<file path="config.mk">
export PLATFORM = sky130hd
export DESIGN_NAME = fetch_sequencer
export DESIGN_NICKNAME = d
export VERILOG_FILES = /design/src/rtl/fetch_pkg.sv /design/src/rtl/fetch_queue.sv /design/src/rtl/fetch_sequencer.sv
export SDC_FILE = /design/constraint.sdc
export NUM_CORES = 1
export LEC_CHECK = 0
export BUFFER_PORTS_ARGS = -buffer_cell sky130_fd_sc_hd__buf_2
export CORE_ASPECT_RATIO = 1.5
export CORE_UTILIZATION = 49
export DETAILED_ROUTE_END_ITERATION = 16
export HOLD_SLACK_MARGIN = 0.08
export PLACE_DENSITY = 0.84
export SYNTH_ARGS = -nofsm -noshare
export SYNTH_HDL_FRONTEND = slang
export SYNTH_SLANG_ARGS = --single-unit
</file>
<file path="constraint.sdc">
create_clock -name Clk -period 6.8 [get_ports Clk]
set_input_delay 1.36 -clock Clk [delete_from_list [all_inputs] [get_ports Clk]]
set_output_delay 1.36 -clock Clk [all_outputs]
set_load 0.02 [all_outputs]
</file>
<file path="src/rtl/fetch_pkg.sv">
// Shared types and constants for the instruction fetch sequencer.
// Optional halt-marker detection is enabled with the macro FETCH_HALT_DETECT_EN.
package fetch_pkg;

    typedef enum logic [1:0] {
        IDLE  = 2'd0,
        FETCH = 2'd1,
        DONE  = 2'd2
    } fetch_state_t;

    localparam logic [31:0] PC_STEP   = 32'd4;
    localparam logic [31:0] HALT_WORD = 32'hFFFF_FFFF;

    typedef struct packed {
        logic [31:0] pc;
        logic [31:0] instr;
    } fetch_entry_t;

endpackage

</file>
<file path="src/rtl/fetch_queue.sv">
// Small synchronous FIFO holding {PC, instruction} pairs for the decode stage.
// Flush has priority over push and pop; head data reads as zero while empty.
module fetch_queue
    import fetch_pkg::*;
#(
    parameter int DEPTH = 2
) (
    input  logic         i_clk,
    input  logic         i_reset,
    input  logic         i_push,
    input  logic         i_pop,
    input  logic         i_flush,
    input  fetch_entry_t i_data,
    output logic         o_full,
    output logic         o_empty,
    output fetch_entry_t o_head
);

    localparam int PTR_W = (DEPTH > 1) ? $clog2(DEPTH) : 1;
    localparam int CNT_W = $clog2(DEPTH + 1);

    fetch_entry_t     r_mem [DEPTH];
    logic [PTR_W-1:0] r_wrPtr;
    logic [PTR_W-1:0] r_rdPtr;
    logic [CNT_W-1:0] r_count;
    logic             w_doPush;
    logic             w_doPop;

    assign o_empty  = (r_count == '0);
    assign o_full   = (r_count == CNT_W'(DEPTH));
    assign w_doPop  = i_pop && !o_empty;
    assign w_doPush = i_push && (!o_full || w_doPop);
    assign o_head   = o_empty ? '0 : r_mem[r_rdPtr];

    // Pointer and occupancy bookkeeping; a flush empties the queue outright.
    always_ff @(posedge i_clk) begin
        if (i_reset || i_flush) begin
            r_wrPtr <= '0;
            r_rdPtr <= '0;
            r_count <= '0;
        end else begin
            if (w_doPush) begin
                r_wrPtr <= r_wrPtr + PTR_W'(1);
            end
            if (w_doPop) begin
                r_rdPtr <= r_rdPtr + PTR_W'(1);
            end
            if (w_doPush && !w_doPop) begin
                r_count <= r_count + CNT_W'(1);
            end else if (w_doPop && !w_doPush) begin
                r_count <= r_count - CNT_W'(1);
            end
        end
    end

    // Entry storage; contents are only observed through the gated head.
    always_ff @(posedge i_clk) begin
        if (w_doPush && !i_flush && !i_reset) begin
            r_mem[r_wrPtr] <= i_data;
        end
    end

endmodule

</file>
<file path="src/rtl/fetch_sequencer.sv">
// Fetch controller: owns the PC, reads the combinational instruction memory
// and queues {PC, instruction} pairs for decode, honouring redirects.
// Optional macro FETCH_HALT_DETECT_EN turns the word 32'hFFFF_FFFF into a halt marker.
module fetch_sequencer
    import fetch_pkg::*;
#(
    parameter int          IMEM_WORDS  = 128,
    parameter logic [31:0] RESET_PC    = 32'h0000_0000,
    parameter int          QUEUE_DEPTH = 2
) (
    input  logic        Clk,
    input  logic        Reset,
    input  logic        Start,
    output logic [31:0] ImemAddress,
    input  logic [31:0] ImemInstruction,
    input  logic        RedirectValid,
    input  logic [31:0] RedirectPC,
    output logic        OutValid,
    input  logic        OutReady,
    output logic [31:0] OutInstruction,
    output logic [31:0] OutPC,
    output logic        Halted
);

    localparam logic [31:0] PC_LIMIT = 32'(IMEM_WORDS) * PC_STEP;

    fetch_state_t r_state;
    fetch_state_t w_stateNext;
    logic [31:0]  r_pc;
    logic [31:0]  w_pcNext;
    logic [31:0]  w_pcPlus;
    logic [31:0]  w_redirTarget;
    logic         r_halted;
    logic         w_push;
    logic         w_pop;
    logic         w_flush;
    logic         w_space;
    logic         w_full;
    logic         w_empty;
    logic         w_haltMarker;
    fetch_entry_t w_pushData;
    fetch_entry_t w_head;

`ifdef FETCH_HALT_DETECT_EN
    assign w_haltMarker = (ImemInstruction == HALT_WORD);
`else
    assign w_haltMarker = 1'b0;
`endif

    assign OutValid         = !w_empty;
    assign OutInstruction   = w_head.instr;
    assign OutPC            = w_head.pc;
    assign ImemAddress      = r_pc;
    assign Halted           = r_halted;
    assign w_pop            = OutValid && OutReady;
    assign w_space          = !w_full || w_pop;
    assign w_pcPlus         = r_pc + PC_STEP;
    assign w_redirTarget    = RedirectPC & ~32'd3;
    assign w_pushData.pc    = r_pc;
    assign w_pushData.instr = ImemInstruction;

    // Next-state, next-PC and queue control; a redirect outranks everything once fetching.
    always_comb begin
        w_stateNext = r_state;
        w_pcNext    = r_pc;
        w_push      = 1'b0;
        w_flush     = 1'b0;
        if (RedirectValid && (r_state != IDLE)) begin
            w_flush     = 1'b1;
            w_pcNext    = w_redirTarget;
            w_stateNext = (w_redirTarget >= PC_LIMIT) ? DONE : FETCH;
        end else begin
            case (r_state)
                IDLE: begin
                    if (Start) begin
                        w_stateNext = FETCH;
                    end
                end
                FETCH: begin
                    if (w_space) begin
                        if (w_haltMarker) begin
                            w_stateNext = DONE;
                        end else begin
                            w_push   = 1'b1;
                            w_pcNext = w_pcPlus;
                            if (w_pcPlus >= PC_LIMIT) begin
                                w_stateNext = DONE;
                            end
                        end
                    end
                end
                DONE: begin
                    w_stateNext = DONE;
                end
                default: begin
                    w_stateNext = IDLE;
                end
            endcase
        end
    end

    // State, PC and halt-status registers.
    always_ff @(posedge Clk) begin
        if (Reset) begin
            r_state  <= IDLE;
            r_pc     <= RESET_PC;
            r_halted <= 1'b0;
        end else begin
            r_state  <= w_stateNext;
            r_pc     <= w_pcNext;
            r_halted <= !w_flush && (r_state == DONE) && w_empty;
        end
    end

    fetch_queue #(
        .DEPTH (QUEUE_DEPTH)
    ) uQueue (
        .i_clk   (Clk),
        .i_reset (Reset),
        .i_push  (w_push),
        .i_pop   (w_pop),
        .i_flush (w_flush),
        .i_data  (w_pushData),
        .o_full  (w_full),
        .o_empty (w_empty),
        .o_head  (w_head)
    );

endmodule

</file>
==> impl_metrics.json <==
{
  "nNetsFinal": 812,
  "synth-seq-cells": 162,
  "ys_seq_area_share_pct": 62.23,
  "grt_pass1_vias": 4877,
  "cts.clk_slew.worst_paths_ps": 60,
  "dieArea_um2": 15200,
  "cts_hold_buf": 0,
  "p_clk_share_pct": 25.7,
  "gr-usage-all-layers_pct": 20.78,
  "core-area_um2": 14190,
  "relSlewSlack_pct": 24.88,
  "synthXorXnorAreaFrac_pct": 4.984,
  "status": "finished, final reports clean",
  "critPathLaunchType": "input pin",
  "use_met1_pct": 23.67,
  "yosysUniqueCellTypes": 46,
  "io_pins": 167,
  "die_x_um": 101.0,
  "internal-power_uw": 2225,
  "drt_iter0_drc": 208,
  "yosys_warnings": 0,
  "ys.flop_type": "edfxtp_1",
  "worstSetupEndpointType": "register",
  "worstPathRequired_ps": 6830,
  "drt_pre_antenna_iters": 4,
  "synth_top_area_cell": "edfxtp_1",
  "io_buffers": 160,
  "ctsResizeCount": 0,
  "grt_max_degree": 65,
  "worstPathArrival_ps": 3540,
  "die_h_um": 150.5,
  "timing.final.ws_setup_ps": 3283,
  "drtAntennaViolNets": 0,
  "tightest_slew_ps": 1127,
  "report.final.slew_viol_count": 0,
  "worstPathCellList": "buf_2 > nand2b_2 > nand2_1 > nor3_2 > buf_4",
  "area_growth_pct": 20.96,
  "rows": 53,
  "hold_viol": 0,
  "combPwrFrac_pct": 33.5,
  "drcViolationCount": 0,
  "post-route-period-util_pct": 51.71,
  "synth_top_area_share_pct": 51.68,
  "final_cell_mix": "buf_2 (160), edfxtp_1 (124), nor2_1 (113)",
  "cts_tree": "yes",
  "synth_area_um2": 7206,
  "final_common_cell": "buf_2",
  "synthMuxAreaShare_pct": 8.890,
  "synth_top_family_by_area": "simple AND/OR/NAND/NOR gates",
  "yosys.area_share.simple_pct": 15.05,
  "vias_per_cell": 5.354,
  "rsz0062_at_grt": "no",
  "wl_per_cell_um": 16.71,
  "cts_root_buffer": "clkbuf_16",
  "power-per-cell-area_nw_per_um2": 413.5,
  "fin_crit_ps": 3517,
  "cp_slowest_stage_delay_ps": 770,
  "synth_edf_count": 124,
  "fin_setup_tns_ps": 0,
  "pre_cts_ws_ps": 2866,
  "drive_above_1_share_pct": 27.73,
  "grt.busiest_layer": "met2",
  "synth_area_leaders": "edfxtp_1 (52%), dfxtp_1 (11%), mux2i_1 (8.9%)",
  "htreeDepth": 4,
  "post_cts_buffers": 0,
  "async_flop_share_pct": 0,
  "crit_type": "in2reg",
  "avgSynthCellArea_um2": 12.17,
  "grt_pass1_wl_mm": 23.91,
  "pwr-share-seq_pct": 40.7,
  "clkLatencyLatePin_ps": 400,
  "setup_violations": 0,
  "drv_cap": 0,
  "gp_congestion": 0.9141,
  "numCtsBuffers": 17,
  "initial_utilization_pct": 50.78,
  "min_path_type": "reg2reg",
  "max_freq_ghz": 0.2844,
  "dp_hpwl_mm": 10.44,
  "crit_fanout": 62,
  "syn_inst": 592,
  "ir_worst_vdd_v": 0.0002777,
  "cts.sinks": 162,
  "synth_fa_ha_area_share_pct": 0.8682,
  "wl_mm": 15.77,
  "swShare_pct": 38.26,
  "grt-ovfl-total": 0,
  "finClkSkew_ps": 8.585,
  "gr-usage-met2_pct": 37.95,
  "p_switching_uw": 1379,
  "gr-usage-met3_pct": 3.157,
  "vias": 5054,
  "synth_compound_area_share_pct": 5.244,
  "antenna_found_initial": 2,
  "clk_path_buf_depth": 2,
  "cp_slowest_cell": "nand2b_2",
  "p_leak_uw": 0.003258
}
==> flip-flops by register name (all words and copies together) (netlist names), named ones only <==
| name | cells |
|---|---|
| Halted | 1 |
| ImemAddress | 30 |
| r_state | 2 |
| uQueue.r_count | 2 |
| uQueue.r_mem | 124 |
| uQueue.r_rdPtr | 1 |
| uQueue.r_wrPtr | 1 |
==> per-stage QoR <==
| stage | hold WS (ps) | utilization (%) | total power (uW) | area [um^2] | cells |
|---|---|---|---|---|---|
| 4_1_cts | 518.2 | 61.38 | 3626 | 8711 | 942 |
| 6_report | 523.3 | 61.42 | 3604 | 8716 | 944 |
| 3_5_place_dp | 489.7 | 57.32 | 2700 | 8134 | 911 |
| 3_3_place_gp | 484.8 | 57.32 | 2672 | 8134 | 911 |
| 5_1_grt | 553.2 | 61.42 | 3787 | 8716 | 944 |
| 2_1_floorplan | 471.6 | - | 2280 | 7217 | 595 |
==> Yosys cell counts, types with 2 or more instances <==
| cell type | count |
|---|---|
| nor2_1 | 114 |
| edfxtp_1 | 124 |
| dfxtp_1 | 38 |
| a211oi_1 | 28 |
| inv_1 | 7 |
| nand2_1 | 22 |
| mux2i_1 | 64 |
| buf_2 | 4 |
| xor2_1 | 25 |
| a311oi_1 | 6 |
| a21oi_1 | 4 |
| ha_1 | 5 |
| nor3b_1 | 3 |
| nor3_1 | 8 |
| nor4_4 | 2 |
| or3_1 | 8 |
| nand2b_1 | 2 |
| xnor2_1 | 16 |
| buf_4 | 4 |
| o21ai_0 | 7 |
| and3_1 | 7 |
| nand3_1 | 19 |
| and4_1 | 2 |
| or2_2 | 2 |
| clkbuf_1 | 30 |
| nor4_1 | 9 |
| nand4_1 | 13 |
==> final cells by class <==
| type | instances | area (um^2) |
|---|---|---|
| Fill cell | 1184 | 5475 |
| Sequential cell | 162 | 4488 |
| Multi-Input combinational cell | 387 | 2556 |
| Timing Repair Buffer | 163 | 823.3 |
| Clock buffer | 20 | 446.7 |
| Tap cell | 192 | 240.2 |
| Clock inverter | 11 | 130.1 |
| Inverter | 7 | 26.28 |
| Antenna cell | 2 | 5.005 |
==> worst max-delay path: cells and delay by family <==
family / cells / cell delay, ps
AND/OR/NAND/NOR: 3 / 1320
buffers and inverters: 2 / 800
==> metal layers <==
| metal | share of wire [%] | vias up | routed length (um) |
|---|---|---|---|
| met2 | 53 | 169 | 8433 |
| met5 | 0 | - | 0 |
| met1 | 39 | 2405 | 6174 |
| li1 | - | 2449 | - |
| met3 | 4.4 | 31 | 693 |
| met4 | 3.0 | 0 | 469 |
==> worst paths after layout <==
kind	start	endpoint	slack (ps)	depth (start not counted)
setup / recovery	RedirectValid	uQueue.r_mem[0][30]	3280	5
setup reg to reg	r_state[0]	uQueue.r_mem[0][30]	3550	6
hold / removal	uQueue.r_rdPtr	register	520	2
hold reg to reg	uQueue.r_rdPtr	register	520	2
==> cell families after synthesis <==
kind of cell / after synthesis
simple gates: 221
flops: 162
mux: 64
compound gates: 52
buf+inv: 46
xor+xnor: 41
fa+ha+maj: 5
other cells: 1
==> power by group through the flow <==
stage          clock network [uW]  registers, uW  logic [uW]
3_3_place_gp                    0           1480        1190
4_1_cts                       940           1470        1220
5_1_grt                       978           1490        1320
2_1_floorplan                   0           1440         838
3_5_place_dp                    0           1490        1210
6_report                      927           1470        1210
Power figures use the tool's default switching activity.
